[config.mk]
export PLATFORM = sky130hd
export DESIGN_NAME = int_desel
export DESIGN_NICKNAME = d
export VERILOG_FILES = /design/src/rtl/int_desel.sv
export SDC_FILE = /design/constraint.sdc
export NUM_CORES = 1
export LEC_CHECK = 0
export CORE_UTILIZATION = 50
export CTS_CLUSTER_SIZE = 8
export DETAILED_ROUTE_END_ITERATION = 10
export DONT_BUFFER_PORTS = 1
export RECOVER_POWER = 50
export SLEW_MARGIN = 20
export SYNTH_ARGS = -nofsm -noshare
export SYNTH_HDL_FRONTEND = slang
export SYNTH_SLANG_ARGS = --single-unit
[constraint.sdc]
create_clock -name clk -period 1.9 [get_ports clk]
set_clock_uncertainty 0.2 [all_clocks]
set_input_delay 0.38 -clock clk [delete_from_list [all_inputs] [get_ports clk]]
set_output_delay 0.38 -clock clk [all_outputs]
set_load 0.05 [all_outputs]
[src/rtl/int_desel.sv]
// int_desel: rebuilds a DATA_W-bit data word from a range index and a
// normalized mantissa by shifting the mantissa right by (i-1), one bit per
// clock, with optional round-half-up on the last bit shifted out.
// Valid/ready handshake on both sides, one transaction in flight.
module int_desel #(
  parameter int DATA_W  = 15,
  parameter int MANT_W  = 11,
  parameter int IDX_MAX = 11,
  parameter int ROUND   = 1
) (
  input  logic              clk,
  input  logic              rst,
  input  logic              in_valid,
  output logic              in_ready,
  input  logic [4:0]        i,
  input  logic [MANT_W-1:0] mant,
  output logic              out_valid,
  input  logic              out_ready,
  output logic [DATA_W-1:0] data,
  output logic              err
);

  typedef enum logic [1:0] {
    S_IDLE,
    S_SHIFT,
    S_OUT
  } state_t;

  localparam logic [4:0] IDX_MAX_L = 5'(IDX_MAX);

  state_t              r_state;
  logic [MANT_W-1:0]   r_shreg;
  logic [4:0]          r_cnt;
  logic                r_out_valid;
  logic [MANT_W-1:0]   r_data;
  logic                r_err;

  logic                w_illegal;
  logic [MANT_W-1:0]   w_shifted;
  logic                w_round_bit;
  logic [MANT_W-1:0]   w_rounded;

  // Index legality check on the incoming request.
  assign w_illegal = (i == 5'd0) || (i > IDX_MAX_L);

  // One-bit shift of the working register; the bit falling off is the rounding bit.
  // The top bit of w_shifted is always 0, so adding the round bit cannot overflow.
  assign w_shifted   = {1'b0, r_shreg[MANT_W-1:1]};
  assign w_round_bit = (ROUND != 0) ? r_shreg[0] : 1'b0;
  assign w_rounded   = w_shifted + {{(MANT_W-1){1'b0}}, w_round_bit};

  // Ready only while idle and not being reset.
  assign in_ready  = (r_state == S_IDLE) && !rst;
  assign out_valid = r_out_valid;
  assign data      = {{(DATA_W-MANT_W){1'b0}}, r_data};
  assign err       = r_err;

  // Control FSM with registered outputs: accept, shift (i-1) times, present result.
  always_ff @(posedge clk) begin
    // NOTE: every register here is assigned with <= so all updates see the
    // pre-edge values of each other, exactly like the flops they model.
    if (rst) begin
      r_state     <= S_IDLE;
      r_shreg     <= '0;
      r_cnt       <= '0;
      r_out_valid <= 1'b0;
      r_data      <= '0;
      r_err       <= 1'b0;
    end else begin
      case (r_state)
        S_IDLE: begin
          if (in_valid) begin
            r_shreg <= mant;
            r_cnt   <= i - 5'd1;
            if (w_illegal) begin
              r_data      <= '0;
              r_err       <= 1'b1;
              r_out_valid <= 1'b1;
              r_state     <= S_OUT;
            end else if (i == 5'd1) begin
              // No shift, so nothing to round.
              r_data      <= mant;
              r_err       <= 1'b0;
              r_out_valid <= 1'b1;
              r_state     <= S_OUT;
            end else begin
              r_state <= S_SHIFT;
            end
          end
        end

        S_SHIFT: begin
          r_shreg <= w_shifted;
          r_cnt   <= r_cnt - 5'd1;
          if (r_cnt == 5'd1) begin
            // Final shift: the result and its rounding are captured together.
            r_data      <= w_rounded;
            r_err       <= 1'b0;
            r_out_valid <= 1'b1;
            r_state     <= S_OUT;
          end
        end

        S_OUT: begin
          if (out_ready) begin
            r_out_valid <= 1'b0;
            r_state     <= S_IDLE;
          end
        end

        default: begin
          r_out_valid <= 1'b0;
          r_state     <= S_IDLE;
        end
      endcase
    end
  end

endmodule

---- After elaboration in Yosys (flattened, before gate mapping) ----
Cells that the tools add are included.
storage, ports and cells
  flip-flop bits (word level) ............. 31
  bits of input ports ..................... 20
  output and inout bits ................... 18
  logic and storage cells ................. 54
operators by class
  $add $sub $neg .......................... 3
  magnitude comparators ................... 1
  eq/ne operators ......................... 8
  mux-type cells .......................... 26
  reductions and logical operators ........ 10
operator list
  cell                   number
  $mux W11               5
  $pmux W11 S2           2
  $add A10 B1 Y11        1
  $eq A5 B1 Y1 const B   2
  $mux W2                5
  $pmux W5 S2            1
  $sub A5 B1 Y5 const B  2
  $mux W1                9
  $reduce_and A4 Y1      2
  $ne A2 B2 Y1 const B   3
  $pmux W2 S3            1
  $gt A5 B4 Y1 const B   1
  $logic_not A5 Y1       1
  $mux W5                1
  $ne A3 B2 Y1 const B   1
  $pmux W1 S3            1
  $reduce_and A3 Y1      1
  $eq A2 B1 Y1 const B   1
  $eq A2 B2 Y1 const B   1
  $logic_not A2 Y1       1
  $pmux W1 S2            1
  $reduce_and A2 Y1      1
  $reduce_bool A2 Y1     1
  $logic_and A1 B1 Y1    1
  2 further kinds        2

---- Logic depth before layout (Yosys ltp) ----
Gate-level depths: netlist (run 1).
  depth in word-level cells ............... 5
  depth in mapped cells ................... 8
  mapped depth without buffers ............ 7

---- Worst setup path after synthesis (run 1) ----
Ideal clock, no wire load.
  kind .................................... input port to output port
  from .................................... input port rst
  to ...................................... output port in_ready
  data arrival time ....................... 1.619 ns
  required time ........................... 1.320 ns
  slack ................................... -0.299 ns
  stages on the path ...................... 2
  buffers on the path ..................... 1
  cell sequence ........................... clkbuf_1 > nor3_1
on the way
  longest elaborated chain between the ends .. 2
RTL lines
  what                 RTL line  source
  start, declared      12        input logic rst,
  $logic_not A1 Y1     53        assign in_ready = (r_state == S_IDLE) && !rst;
  $logic_and A1 B1 Y1  53
  end, declared        14        output logic in_ready,
No other way between the ends.

---- Worst setup path in the final report (run 1) ----
  from .................................... register r_shreg[1]
  to ...................................... register r_data[6]
on the way
  longest elaborated chain between the ends .. 3
RTL lines
  what                    RTL line  source
  start, declared         32        logic [MANT_W-1:0] r_shreg;
  start signal, assigned  73        r_shreg <= mant;
  start signal, assigned  93        r_shreg <= w_shifted;
  $add A10 B1 Y11         50        assign w_rounded = w_shifted + {{(MANT_W-1){1'b0}}, w_round_bit};
  $mux W11                95        if (r_cnt == 5'd1) begin
  $pmux W11 S2            70        case (r_state)
  end signal, assigned    82        r_data <= mant;
  end signal, assigned    97        r_data <= w_rounded;
  end, declared           35        logic [MANT_W-1:0] r_data;
No other way between the ends. The select of a mux whose other input is x is not followed.
A chain may end at the register's enable or synchronous reset.

==> results of run 1 <==
[layer usage]
metal	part of all wire	routed length, µm	vias up
li1	-	-	846
met1	0.45	2040	809
met2	0.49	2220	43
met3	0.049	224	7
met4	0.014	63	0
met5	0	0	-
[sequential cells by signal (all words and copies together), names as in the netlist]
name / flops
r_shreg: 11
r_cnt: 5
r_data: 11
out_valid: 1
err: 1
r_state: 2
[worst register-to-register path, stage by stage (launching register included)]
cell	delay, ns
dfxtp_1	0.36
ha_2	0.22
ha_4	0.15
nand4_1	0.18
nor2_1	0.17
xor2_1	0.08
a211oi_1	0.28
nor3_2	0.07
[stage by stage]
step	TNS (ns)	instance area (µm²)	hold WS, ns
floorplan	0	1980	0.245
global placement	-0.126	2060	0.253
detailed placement	-0.661	2060	0.255
CTS	0	2160	0.0363
global route	-0.00939	2220	0.0561
finish	0	2220	0.0394
[where the power goes]
| group | switching (µW) | leakage [µW] | internal, µW |
|---|---|---|---|
| registers | 197 | 0.000256 | 728 |
| logic | 302 | 0.000550 | 225 |
| clock network | 245 | 0.0000470 | 284 |
| total | 744 | 0.000853 | 1240 |
[final timing paths]
kind	to	slack [ns]	depth (start not counted)
min reg2reg	r_cnt[1]	0.28	2
max reg2reg	r_data[6]	0.1	7
min	r_shreg[10]	0.04	2
max	r_data[6]	0.1	7
[layout make-up]
class	instances	area, µm²	area share
timing repair buffer	20	181	0.0818
clock inverter	1	5.00	0.00226
clock buffer	6	82.6	0.0372
sequential	31	621	0.280
multi-input combinational	186	1240	0.562
tap	48	60.1	0.0271
inverter	6	22.5	0.0102
[repair_timing]
action / CTS / global route
gates resized for setup: 0 / 9
endpoints found under the hold margin: 31 / 0
hold buffers: 1 / 0
buffers inserted: 0 / 1
endpoints found under the setup margin: 0 / 12
[layout by cell type, fill, tap and decap left out, drive strengths merged, types with 6 or more instances in the layout]
master | netlist | final
o21ai | 6 | 7
a311oi | 9 | 9
nor2 | 45 | 45
nand3 | 9 | 9
a211oi | 9 | 9
clkbuf | 5 | 9
ha | 8 | 8
a21oi | 10 | 10
nand2 | 28 | 28
buf | 17 | 17
inv | 6 | 6
xor2 | 6 | 6
nor3 | 17 | 17
dfxtp | 31 | 31
[cell families after synthesis]
family          count (synthesis)  synth area share
buf+inv                        28            0.0847
xor+xnor                       11            0.0490
simple gates                  112             0.297
compound gates                 50             0.201
other cells                     1           0.00191
fa+ha+maj                       8            0.0510
flops                          31             0.316
==> results.json, run 1 <==
{
  "ir_worst_vdd_mv": 0.335,
  "crit_buf_inv": 0,
  "post-route-period-util": 0.950,
  "power.density_nw_per_um2": 894,
  "synth.largest_area_cell": "dfxtp_1",
  "syn_inst": 241,
  "dr.pass1.iters": 4,
  "cts.clk_slew.worst_paths_ns": 0.07,
  "netlist_area_um2": 1960,
  "grt_usage": 0.225,
  "yosysUniqueCellTypes": 45,
  "dieArea_um2": 4180,
  "maxCapViolations": 0,
  "hold_class": "in2reg",
  "dr.first_iter.drc_count": 107,
  "critPathMaxFanout": 3,
  "startpoint": "r_shreg[1]",
  "antenna_found_initial": 0,
  "fin_nets": 278,
  "cts-buffers-inserted": 5,
  "yosys-top-cells-area": "dfxtp_1 32%, nor2_1 7.3%, nor3_2 5.6%, nand2_1 5.4%, ha_1 5.1%",
  "critPathTopFamily": "simple AND/OR/NAND/NOR gates",
  "worst_path_largest_cell_delay_ns": 0.36,
  "grtUsageMet3": 0.0616,
  "drtAntennaViolNets": 0,
  "cts_htree_levels": 2,
  "use_met1": 0.274,
  "end_kind": "register",
  "crit_arrival_ns": 1.77,
  "wl_per_cell_um": 15.3,
  "met2_usage": 0.370,
  "status": "finished clean",
  "clk_latency_ns": 0.28,
  "setup_ws_ns": 0.0956,
  "p_leak_uw": 0.000853,
  "synth.most_common_cell": "nor2_1",
  "fillers": 345,
  "layout.cells.non_filler": 298,
  "gp_routability_congestion": 0.842,
  "drc": 0,
  "final_util": 0.597,
  "synth-seq-cells": 31,
  "slew_headroom": 0.651,
  "cts_tree": "built",
  "ys_seq_area_frac": 0.316,
  "grt_pass1_vias": 1606,
  "rows": 22,
  "finalSetupViolCount": 0,
  "path_class": "reg2reg",
  "cp_cell_sequence": "ha_2 -> ha_4 -> nand4_1 -> nor2_1 -> xor2_1 -> a211oi_1 -> nor3_2",
  "rsz0062_at_grt": "yes",
  "r2r-start": "r_shreg[1]",
  "clock.fmax_mhz": 554,
  "dp.cells": 288,
  "post-place-ws_ns": -0.126,
  "die_x_um": 64.7,
  "coreArea_um2": 3720,
  "synth_edf_count": 0,
  "die_h_um": 64.7,
  "crit_slowest_cell": "dfxtp_1",
  "area_growth_syn_to_layout_pct": 12.9,
  "via_per_inst": 5.72,
  "min_period_ns": 1.80,
  "cts_max_path_buffers": 2,
  "yosysWarnings": 0,
  "io_buffer_count": 0,
  "grt_max_degree": 32,
  "power.total_uw": 1980,
  "via_count": 1705,
  "drive_gt1_frac": 0.256,
  "cp.required_ns": 1.87,
  "hold_violations": 0,
  "worstMarginPinSlew_ns": 0.522,
  "synthArstFlopShare": 0,
  "holdCritStartpoint": "mant[10]",
  "grt_busiest_layer": "met2",
  "hpwl_um": 3110,
  "diodes": 0,
  "pin_count": 38,
  "syn_area_per_cell_um2": 8.15,
  "wirelength_um": 4550,
  "grt_pass1_wl_um": 7210,
  "synth_common_cells": "38 x nor2_1, 31 x dfxtp_1, 28 x nand2_1",
  "cts.sinks": 31,
  "synthFlopType": "dfxtp_1",
  "clockRootBuffer": "clkbuf_8",
  "start_kind": "register",
  "start_util": 0.529,
  "synth.top_cell.area_share": 0.316,
  "gr-total-overflow": 0,
  "slew_violations": 0
}
(Power assumes the default switching activity.)
==> run 2: changes to the inputs <==
REMOVE_ABC_BUFFERS = 1   (was unset)
clock period = 2.1 ns   (was 1.9 ns; I/O delays follow)
==> results.json, run 2 (synthesis gave the netlist of run 1 again) <==
{
  "grt_max_degree": 28,
  "area_growth_syn_to_layout_pct": 5.67,
  "rows": 22,
  "slew_headroom": 0.591,
  "end_kind": "register",
  "rsz0062_at_grt": "no",
  "wirelength_um": 4360,
  "power.total_uw": 1720,
  "gp_routability_congestion": 0.816,
  "cts-buffers-inserted": 5,
  "worstMarginPinSlew_ns": 0.613,
  "p_int_uw": 1060,
  "power.share.switching": 0.385,
  "pin_count": 38,
  "slew_violations": 0,
  "dr.pass1.iters": 4,
  "via_count": 1687,
  "worst_path_largest_cell_delay_ns": 0.33,
  "start_kind": "register",
  "crit_buf_inv": 2,
  "fin_nets": 270,
  "wl_per_cell_um": 15.0,
  "finalSetupViolCount": 0,
  "cts.sinks": 31,
  "hpwl_um": 3020,
  "critPathMaxFanout": 9,
  "use_met1": 0.269,
  "cts_max_path_buffers": 2,
  "crit_slowest_cell": "dfxtp_1",
  "maxCapViolations": 0,
  "grtUsageMet3": 0.0581,
  "gr-total-overflow": 0,
  "grt_pass1_wl_um": 7310,
  "cts_htree_levels": 2,
  "cp_cell_sequence": "inv_1 -> ha_1 -> nor4b_2 -> o21a_2 -> o21ai_4 -> buf_4 -> a211oi_1 -> nor3_2",
  "grt_pass1_vias": 1612,
  "critPathTopFamily": "compound AO/OA/AOI/OAI gates",
  "drc": 0,
  "diodes": 0,
  "biggestRegsByFlops": "r_data: 11 flops, r_shreg: 11 flops, r_cnt: 5 flops",
  "cts_resized": 0,
  "clkPwrFrac": 0.264,
  "crit_arrival_ns": 1.87,
  "dieArea_um2": 4180,
  "drtAntennaViolNets": 0,
  "fillers": 376,
  "status": "finished clean",
  "seq_power_share": 0.489,
  "grt_usage": 0.233,
  "clock.fmax_mhz": 528,
  "drive_gt1_frac": 0.189,
  "post-route-period-util": 0.902,
  "comb_power_share": 0.246,
  "grt_busiest_layer": "met2",
  "die_h_um": 64.7,
  "cp.required_ns": 2.07,
  "coreArea_um2": 3720,
  "cts.clk_slew.worst_paths_ns": 0.06,
  "hold_class": "in2reg",
  "dr.first_iter.drc_count": 80,
  "power_switching_uw": 661,
  "clockRootBuffer": "clkbuf_8",
  "clk_latency_ns": 0.29,
  "antenna_found_initial": 0,
  "cts_tree": "built",
  "ir_worst_vdd_mv": 0.396,
  "path_class": "reg2reg",
  "hold_violations": 0,
  "start_util": 0.529,
  "final_cell_mix": "38 x nor2_1, 31 x dfxtp_1, 28 x nand2_1",
  "final_common_cell": "nor2_1",
  "die_x_um": 64.7,
  "met2_usage": 0.396,
  "min_period_ns": 1.89,
  "hold_ws_ns": 0.00714,
  "via_per_inst": 5.80,
  "p_leak_uw": 0.000799,
  "io_buffer_count": 0,
  "power.density_nw_per_um2": 827
}
-- run 2: cell types whose count changed in the layout (fill, tap and decap cells not counted), sizes merged --
cell         previous run  this run
dlygate4sd3             0         1
clkbuf                  9         7
buf                    17        10
clkinv                  1         3
o21ai                   7         6
-- run 2: power by group through the flow --
stage / logic [µW] / registers [µW] / clock network [µW]
4_1_cts: 430 / 841 / 467
6_report: 423 / 840 / 454
2_1_floorplan: 311 / 839 / 0
5_1_grt: 472 / 852 / 491
3_5_place_dp: 412 / 854 / 0
3_3_place_gp: 400 / 852 / 0
-- run 2: what timing repair did --
action	CTS	global route
setup buffers	0	0
hold buffers	2	0
hold endpoints to repair	27	0
-- run 2: per-stage QoR --
stage,std cells,setup slack [ns],setup TNS [ns],utilization,cell area (µm²)
floorplan,222,-0.0154,-0.0154,-,1830
global placement,281,0.111,0,0.531,1970
detailed placement,281,0.0753,0,0.531,1970
finish,291,0.205,0,0.559,2080
global route,291,0.0621,0,0.559,2080
CTS,291,0.196,0,0.562,2090
-- run 2: cell type report --
cell class	count	area, µm²	share of cell area
Multi-Input combinational cell	185	1180	0.570
Sequential cell	31	621	0.299
Timing Repair Buffer	13	105	0.0506
Clock buffer	5	68.8	0.0332
Tap cell	48	60.1	0.0289
Inverter	6	22.5	0.0108
Clock inverter	3	15.0	0.00723
-- run 2: worst paths after layout --
kind	to	depth (start not counted)	slack, ns	from
min	r_data[0]	1	0.007	rst
min reg2reg	r_cnt[1]	2	0.29	r_cnt[1]
max	r_data[6]	8	0.21	r_cnt[1]
max reg2reg	r_data[6]	8	0.21	r_cnt[1]
-- run 2: layer usage --
metal | vias up | part of all wire
met5 | - | 0
met4 | 0 | 0.031
met3 | 11 | 0.049
met2 | 44 | 0.48
met1 | 801 | 0.44
li1 | 831 | -
-- run 2: worst reg2reg max path: stages (launching register included) --
cell      delay (ns)
dfxtp_1         0.33
inv_1           0.08
ha_1            0.14
nor4b_2         0.28
o21a_2          0.20
o21ai_4         0.06
buf_4           0.19
a211oi_1        0.23
nor3_2          0.07
